$ cat src/rtl/pipelined_addsub.sv
// Pipelined carry-lookahead adder/subtractor with valid/ready handshake.
// STAGES equal segments of 4-bit CLA groups; inter-segment carries travel through registers.
module pipelined_addsub #(
  parameter int WIDTH  = 32,
  parameter int STAGES = 2
) (
  input  logic             clk,
  input  logic             rst_n,
  input  logic             in_valid,
  output logic             in_ready,
  input  logic [WIDTH-1:0] a,
  input  logic [WIDTH-1:0] b,
  input  logic             sub,
  output logic             out_valid,
  input  logic             out_ready,
  output logic [WIDTH-1:0] sum,
  output logic             cout,
  output logic             ovf,
  output logic             zero
);

  localparam int SEG = WIDTH / STAGES;
  localparam int GRP = SEG / 4;

  logic [STAGES-1:0] v_q, c_q, v_d, c_d;
  logic [WIDTH-1:0]  a_q [STAGES];
  logic [WIDTH-1:0]  b_q [STAGES];
  logic [WIDTH-1:0]  s_q [STAGES];
  logic [WIDTH-1:0]  a_d [STAGES];
  logic [WIDTH-1:0]  b_d [STAGES];
  logic [WIDTH-1:0]  s_d [STAGES];
  logic              ovf_q, zero_q, cm_last, adv;

  // Returns {carry into segment MSB, segment carry out, segment sum}.
  function automatic logic [SEG+1:0] cla_seg(input logic [SEG-1:0] x,
                                             input logic [SEG-1:0] y,
                                             input logic           ci);
    logic [SEG-1:0] g, p, c;
    logic [GRP:0]   gc;
    logic [3:0]     gg, pp;
    g     = x & y;
    p     = x ^ y;
    c     = '0;
    gc    = '0;
    gc[0] = ci;
    for (int unsigned k = 0; k < GRP; k++) begin
      gg = g[4*k +: 4];
      pp = p[4*k +: 4];
      c[4*k]   = gc[k];
      c[4*k+1] = gg[0] | (pp[0] & gc[k]);
      c[4*k+2] = gg[1] | (pp[1] & gg[0]) | (pp[1] & pp[0] & gc[k]);
      c[4*k+3] = gg[2] | (pp[2] & gg[1]) | (pp[2] & pp[1] & gg[0])
               | (pp[2] & pp[1] & pp[0] & gc[k]);
      gc[k+1]  = gg[3] | (pp[3] & gg[2]) | (pp[3] & pp[2] & gg[1])
               | (pp[3] & pp[2] & pp[1] & gg[0]) | ((&pp) & gc[k]);
    end
    return {c[SEG-1], gc[GRP], p ^ c};
  endfunction

  assign adv       = !out_valid || out_ready;
  assign in_ready  = adv;
  assign out_valid = v_q[STAGES-1];
  assign sum       = s_q[STAGES-1];
  assign cout      = c_q[STAGES-1];
  assign ovf       = ovf_q;
  assign zero      = zero_q;

  // Each stage adds its own slice and forwards the full-width operand/sum words;
  // bits outside the active slice are pure pass-through, so only one SEG-bit CLA sits per stage.
  always_comb begin
    logic [WIDTH-1:0] sa, sb, ss;
    logic             ci, vi;
    logic [SEG+1:0]   r;
    cm_last = 1'b0;
    for (int unsigned s = 0; s < STAGES; s++) begin
      if (s == 0) begin
        sa = a;
        sb = b ^ {WIDTH{sub}};
        ss = '0;
        ci = sub;
        vi = in_valid;
      end else begin
        sa = a_q[s-1];
        sb = b_q[s-1];
        ss = s_q[s-1];
        ci = c_q[s-1];
        vi = v_q[s-1];
      end
      r = cla_seg(sa[s*SEG +: SEG], sb[s*SEG +: SEG], ci);
      ss[s*SEG +: SEG] = r[SEG-1:0];
      a_d[s] = sa;
      b_d[s] = sb;
      s_d[s] = ss;
      c_d[s] = r[SEG];
      v_d[s] = vi;
      if (s == STAGES - 1) cm_last = r[SEG+1];
    end
  end

  always_ff @(posedge clk or negedge rst_n) begin
    if (!rst_n) begin
      for (int unsigned s = 0; s < STAGES; s++) begin
        a_q[s] <= '0;
        b_q[s] <= '0;
        s_q[s] <= '0;
      end
      v_q    <= '0;
      c_q    <= '0;
      ovf_q  <= 1'b0;
      zero_q <= 1'b0;
    end else if (adv) begin
      for (int unsigned s = 0; s < STAGES; s++) begin
        a_q[s] <= a_d[s];
        b_q[s] <= b_d[s];
        s_q[s] <= s_d[s];
      end
      v_q    <= v_d;
      c_q    <= c_d;
      ovf_q  <= cm_last ^ c_d[STAGES-1];
      zero_q <= ~|s_d[STAGES-1];
    end
  end

endmodule

$ cat config.mk
export PLATFORM = sky130hd
export DESIGN_NAME = pipelined_addsub
export DESIGN_NICKNAME = d
export VERILOG_FILES = /design/src/rtl/pipelined_addsub.sv
export SDC_FILE = /design/constraint.sdc
export NUM_CORES = 1
export LEC_CHECK = 0
export ABC_AREA = 1
export CORE_ASPECT_RATIO = 0.75
export CORE_MARGIN = 4
export CORE_UTILIZATION = 56
export DETAILED_ROUTE_END_ITERATION = 16
export MAX_ROUTING_LAYER = met4
export PLACE_DENSITY_LB_ADDON = 0.05
export SKIP_LAST_GASP = 1
export SYNTH_ARGS = -nofsm -noshare
export SYNTH_HDL_FRONTEND = slang
export SYNTH_SLANG_ARGS = --single-unit
$ cat constraint.sdc
create_clock -name clk -period 5.1 [get_ports clk]
set_clock_uncertainty 0.1 [all_clocks]
set_input_delay 1.02 -clock clk [delete_from_list [all_inputs] [get_ports clk]]
set_output_delay 1.02 -clock clk [all_outputs]
set_load 0.005 [all_outputs]
# --- Word-level counts from Yosys, hierarchy flattened ---
# Index checks and enable logic that the tools add are counted.
op_classes:
  n_bitwise: 208
  n_reduce_logical: 12
op_table:
  columns: ["op", "n"]
  rows:
  - ["1-bit bitwise AND", 120]
  - ["1-bit OR", 80]
  - ["16-bit bitwise XOR", 4]
  - ["16-bit bitwise AND", 2]
  - ["4-bit AND reduction", 8]
  - ["32-bit OR reduction", 1]
  - ["32-bit bitwise XOR", 1]
  - ["1-bit logical NOT", 2]
  - ["1-bit logical OR", 1]
  - ["1-bit bitwise XOR", 1]
word_totals:
  regBits: 118
  input_bits: 69
  output_inout_bits: 37
  word_cells: 228

# --- Depth between registers and ports, before layout ---
logic_depth:
  depth_word: 15
  mapped_depth: 21
  mapped_depth_nobuf: 21

# --- Least setup slack after synthesis ---
# OpenSTA, ideal clock, no wires.
synth_timing:
  kind: "input to register"
  from: "input port sub"
  to: "register s_q (netlist bit s_d[13])"
  setup_time_ps: 83
  arrival_time_ps: 3141
  t_required_ps: 4917
  setup_slack_ps: 1776
  cell_stages: 17
  n_path_buf: 2
  cell_sequence: "buf_4 -> buf_2 -> xor2_1 -> ha_1 -> nand2_1 -> nand2_1 -> o21a_2 -> nand3_1 -> nand2_1 -> nand2_1 -> nand2_1 -> nand2_1 -> nand2_1 -> inv_1 -> fa_1 -> xor2_1 -> o21ai_0"
synth_via:
  elab_chain_len: 14
  word_cells_on_any_way: 39
  cone_classes: "bitwise: 36; reduce/logical: 3"
synth_lines:
  columns: ["item", "line", "text"]
  rows:
  - ["start, declared", "13", "input logic sub,"]
  - ["32-bit bitwise XOR", "78", "sb = b ^ {WIDTH{sub}};"]
  - ["16-bit bitwise XOR or 16-bit bitwise AND (tied branches)", "42, 41", null]
  - ["1-bit bitwise AND, on equally long branches", "54, 55", null]
  - ["1-bit OR (tied with other cells)", "54", "gc[k+1] = gg[3] | (pp[3] & gg[2]) | (pp[3] & pp[2] & gg[1])"]
  - ["1-bit OR or 1-bit bitwise AND (tied branches)", "54, 55", null]
  - ["1-bit OR (2 in a row)", "55", "| (pp[3] & pp[2] & pp[1] & gg[0]) | ((&pp) & gc[k]);"]
  - ["1-bit bitwise AND", "55", null]
  - ["1-bit OR", "55", null]
  - ["1-bit bitwise AND", "55", null]
  - ["1-bit OR", "55", null]
  - ["1-bit bitwise AND", "50", "c[4*k+1] = gg[0] | (pp[0] & gc[k]);"]
  - ["1-bit OR", "50", null]
  - ["16-bit bitwise XOR *", "57", "return {c[SEG-1], gc[GRP], p ^ c};"]
  - ["end signal, assigned by index", "115", "s_q[s] <= s_d[s];"]
  - ["end, declared", "28", "logic [WIDTH-1:0] s_q [STAGES];"]
# Mark *: on every way between the ends. The rest lies on a longest branch, timed or not.
# A chain may end at the register's enable or synchronous reset.

# --- Worst setup path after layout ---
layout_timing:
  from: "input port b[0]"
  to: "register s_q (netlist bit s_d[13])"
layout_via:
  elab_chain_len: 12
  word_cells_on_any_way: 15
  cone_classes: "bitwise: 14; reduce/logical: 1"
layout_lines:
  columns: ["item", "line", "text"]
  rows:
  - ["start, declared", "12", "input logic [WIDTH-1:0] b,"]
  - ["32-bit bitwise XOR *", "78", null]
  - ["16-bit bitwise XOR or 16-bit bitwise AND (tied branches)", "42, 41", null]
  - ["4-bit AND reduction or 1-bit bitwise AND (tied branches)", "55", null]
  - ["1-bit bitwise AND or 1-bit OR (tied branches)", "55", null]
  - ["1-bit OR *", "55", null]
  - ["1-bit bitwise AND *", "55", null]
  - ["1-bit OR *", "55", null]
  - ["1-bit bitwise AND *", "55", null]
  - ["1-bit OR *", "55", null]
  - ["1-bit bitwise AND *", "50", null]
  - ["1-bit OR *", "50", null]
  - ["16-bit bitwise XOR *", "57", null]
# Marked as above.

==> impl_summary.log <==
INFO  metric outcome = finished, final reports clean
INFO  metric worst_setup_path_startpoint = b[0]
INFO  metric clock_sink_count = between 80 and 90
INFO  metric die-height = around 89 um
INFO  metric pin_count_of_the_biggest_net_entering_global_routing = 87
INFO  metric area_growth_syn_to_layout = 28.4%
INFO  metric post_cts_resized = 0
INFO  metric postSynthNetCount = ~710
INFO  metric rr_worst_depth = 17
INFO  metric netSwitchingFraction = 0.334
INFO  metric seq_area = between 2000 and 2500 um^2
INFO  metric hold_violations = 0
INFO  metric r2r-end = zero$_DFFE_PN0P_
INFO  metric synth.mux.area_fraction = 0.00227
INFO  metric finalCoreUtilization = 0.747
INFO  metric critPathMaxFanout = 3
INFO  metric detail_route.iter0.violations = 336
INFO  metric drt_pass1_iterations = 5
INFO  metric grt_use_total = 0.242
INFO  metric multi_input_comb_area = around 2500 um^2
INFO  metric layout.cells.most_common = nand2_1
INFO  metric worstPathRequired = around 5.3 ns
INFO  metric htree_num_levels = 3
INFO  metric dpl.cell_count = 799
INFO  metric coreArea = ~8500 um^2
INFO  metric floorplan.io_pins = 106
INFO  metric post_route_setup_tns = 0 ns
INFO  metric most-common-layout-cells = 212 x nand2_1, 103 x clkdlybuf4s50_1, 86 x dfrtp_1, 46 x inv_1, 46 x o21ai_0
INFO  metric route.detailed.vias_per_inst = roughly 5.2
INFO  metric remaining_design_rule_violation_count = 0
INFO  metric total_congestion_overflow_after_global_routing = 0
INFO  metric rr_startpoint = b_d[25]$_DFFE_PN0P_
INFO  metric yosysWarningCount = 0
INFO  metric antenna_cells_inserted = 0
INFO  metric synthAdderAreaFrac = 0.109
INFO  metric fp-row-count = 29
INFO  metric clock_tree_from_tritoncts = built
INFO  metric hold-worst-slack = ~0.36 ns
INFO  metric avgRoutedWirePerCell = 14.4 um
INFO  metric relSlewSlack = 0.287
INFO  metric synth_xor_area_frac = 0.0742
INFO  metric finish.cell_count_without_fillers = ~810
INFO  metric postRouteWirelength = 11,700 um
INFO  metric fill_cells = ~650
INFO  metric clk_network_pwr_share = 0.241
INFO  metric worstSetupEndpointType = flip-flop
INFO  metric grt_pass1_vias = roughly 4,000
INFO  metric numPortBuffers = 105
INFO  metric combPwrFrac = 0.374
INFO  metric cap_viol_max_count = 0
INFO  metric post-synth-top-area-fraction = 0.434
INFO  metric hpwlAfterDp = 8550 um
INFO  metric groute.layer.met1.usage = 0.318
INFO  metric post_route_cells_drive_above_1_share = 0.0482
INFO  metric largest_family_of_logic_cells_by_synthesized_area = simple AND/OR/NAND/NOR gates
INFO  metric number_of_antenna_violations_at_the_first_check_in_global_routing = 0
INFO  metric drtAntennaViolNets = 0
INFO  metric groute.layer.met2.usage = 0.387
INFO  metric power-per-cell-area = approximately 410 nW/um^2
INFO  metric grt_setup_unrepaired = no
INFO  metric synth-seq-area-share = 0.434
INFO  metric dieArea = roughly 10,000 um^2
INFO  metric slew_violations = 0
INFO  metric postCtsSetupRepairBufs = 0
INFO  metric min_period = 3.46 ns
INFO  metric worst-slew-pin-transition = about 1.1 ns
INFO  metric setup_viol_count_final = 0
INFO  metric power_after_layout = between 2000 and 3000 uW
INFO  metric internal_power_of_the_cells = ~1700 uW
INFO  metric cts_hold_buf = 0
INFO  metric syn_area = approximately 5000 um^2
INFO  metric final.period_utilization = 0.677
INFO  metric globalRoute.busiestLayer = met2
INFO  metric start_util = 0.582
INFO  metric synth-simple-area-share = 0.234
INFO  metric ctsLongestPathBuffers = 2
INFO  metric via_count = approximately 4,300
INFO  metric netlist.top_cell.by_area = dfrtp_1
INFO  metric total_switching_power = between 800 and 900 uW
INFO  metric synth_cell_type_count = 35
INFO  metric finish.net_count = 810
INFO  metric synth-compound-area-share = 0.0924
INFO  metric yosys_register_bits = 86
INFO  metric count_of_mapped_cells_out_of_synthesis = just over 600
INFO  metric critical_path_class = primary input to flip-flop
INFO  metric start_point_of_the_worst_min_delay_path = v_q[0]$_DFFE_PN0P_
INFO  metric cellLeakagePower = just over 0.003 uW
INFO  metric place.gp.congestion = roughly 0.86
INFO  metric dieWidth = between 100 and 150 um
INFO  metric max_freq = 0.289 GHz
INFO  metric syn-mean-instance-area = slightly above 8 um^2
INFO  metric cts-buffers-inserted = 9
INFO  metric vdd.ir_drop.worst = between 0.0004 and 0.0005 V
INFO  metric r2r_setup_slack = 1.78 ns
INFO  metric synthTopCellsByArea = dfrtp_1 43%, nand2_1 16%, ha_1 8.1%, o21ai_0 4.6%, xnor2_1 4.2%
INFO  metric share_seq_of_total_power = 0.385
INFO  metric critPathLaunchType = primary input
INFO  metric cts_root_buf = clkbuf_16
INFO  metric hp-class = flip-flop to flip-flop
INFO  metric met3_usage_grt = 0.0528
INFO  metric worst-endpoint-arrival = roughly 3.6 ns
INFO  metric worstSkewPairLatency = between 0.3 and 0.4 ns
INFO  metric setup.worst_path.end = s_d[13]$_DFFE_PN0P_
INFO  metric worst_setup_hold_path_clk_slew = 0.06 ns
INFO  metric wire_length_of_the_first_global_routing_pass = roughly 19,000 um
synthesized netlist by cell type, drive strengths merged:
| cell | count |
|---|---|
| a21oi | 18 |
| nand3b | 4 |
| ha | 32 |
| clkbuf | 16 |
| mux2 | 1 |
| a221oi | 1 |
| nand2 | 219 |
| xnor2 | 24 |
| o21bai | 2 |
| dfrtp | 86 |
| nor2 | 31 |
| o22ai | 1 |
| xor2 | 18 |
| nand4 | 6 |
| o21a | 2 |
| buf | 6 |
| nor3 | 2 |
| or2 | 2 |
| fa | 7 |
| o21ai | 49 |
| inv | 47 |
| nand3 | 18 |
| a31oi | 8 |
| a21o | 2 |
| and3 | 2 |
registers in the layout, summed over array words and instances, names as in the netlist:
signal	cells
ovf	1
sum	32
zero	1
v_q	2
c_q	2
b_d	16
a_d	16
s_d	16
power by group through the flow:
stage          Clock [uW]  Combinational, uW  Sequential, uW
6_report              627                971            1000
5_1_grt               663               1100            1020
3_5_place_dp            0                969            1010
2_1_floorplan           0                530             987
3_3_place_gp            0                933            1000
4_1_cts               637                978            1000
metrics by stage:
step | worst slack [ns] | instance area (um^2)
after floorplan | 1.78 | 4960
after global placement | 1.47 | 6080
after detailed placement | 1.35 | 6080
after CTS | 1.69 | 6370
after global routing | 1.45 | 6370
final | 1.64 | 6370
worst min-delay path by stage:
| stage | cells past startpoint | to |
|---|---|---|
| after global placement | 2 | v_q[1]$_DFFE_PN0P_ |
| final | 2 | v_q[1]$_DFFE_PN0P_ |
| after global routing | 2 | v_q[1]$_DFFE_PN0P_ |
| after detailed placement | 2 | v_q[1]$_DFFE_PN0P_ |
| after floorplan | 2 | v_q[1]$_DFFE_PN0P_ |
| after CTS | 2 | v_q[1]$_DFFE_PN0P_ |
metal layers:
layer  up-vias  part of all wire
met4         0             0.010
met5         -                 0
met1      2018              0.45
met3        13             0.055
li1       2125                 -
met2       112              0.49
critical path: stages:
cell and delay [ns]:
clkdlybuf4s50_1 0.45, xor2_1 0.16, ha_1 0.32, nand2_1 0.07, nand2_1 0.10, o21a_2 0.16, nand3_1 0.07, nand2_1 0.09
nand2_1 0.06, nand2_1 0.11, nand2_1 0.07, nand2_1 0.13, inv_1 0.07, fa_1 0.40, xor2_1 0.15, o21ai_0 0.17
cell type report:
type,instances,share of cell area
Clock buffer,15,0.0452
Timing Repair Buffer,109,0.169
Multi-Input combinational cell,449,0.399
Sequential cell,86,0.338
Tap cell,108,0.0212
Inverter,47,0.0279
kinds of logic after synthesis:
logic type,count (synthesis)
AND/OR/NAND/NOR,284
adder cells (fa/ha/maj),39
buffers and inverters,69
XOR/XNOR,42
AO/OA/AOI/OAI,83
multiplexers,1
flip-flops,86
Power figures use the tool's default switching activity.
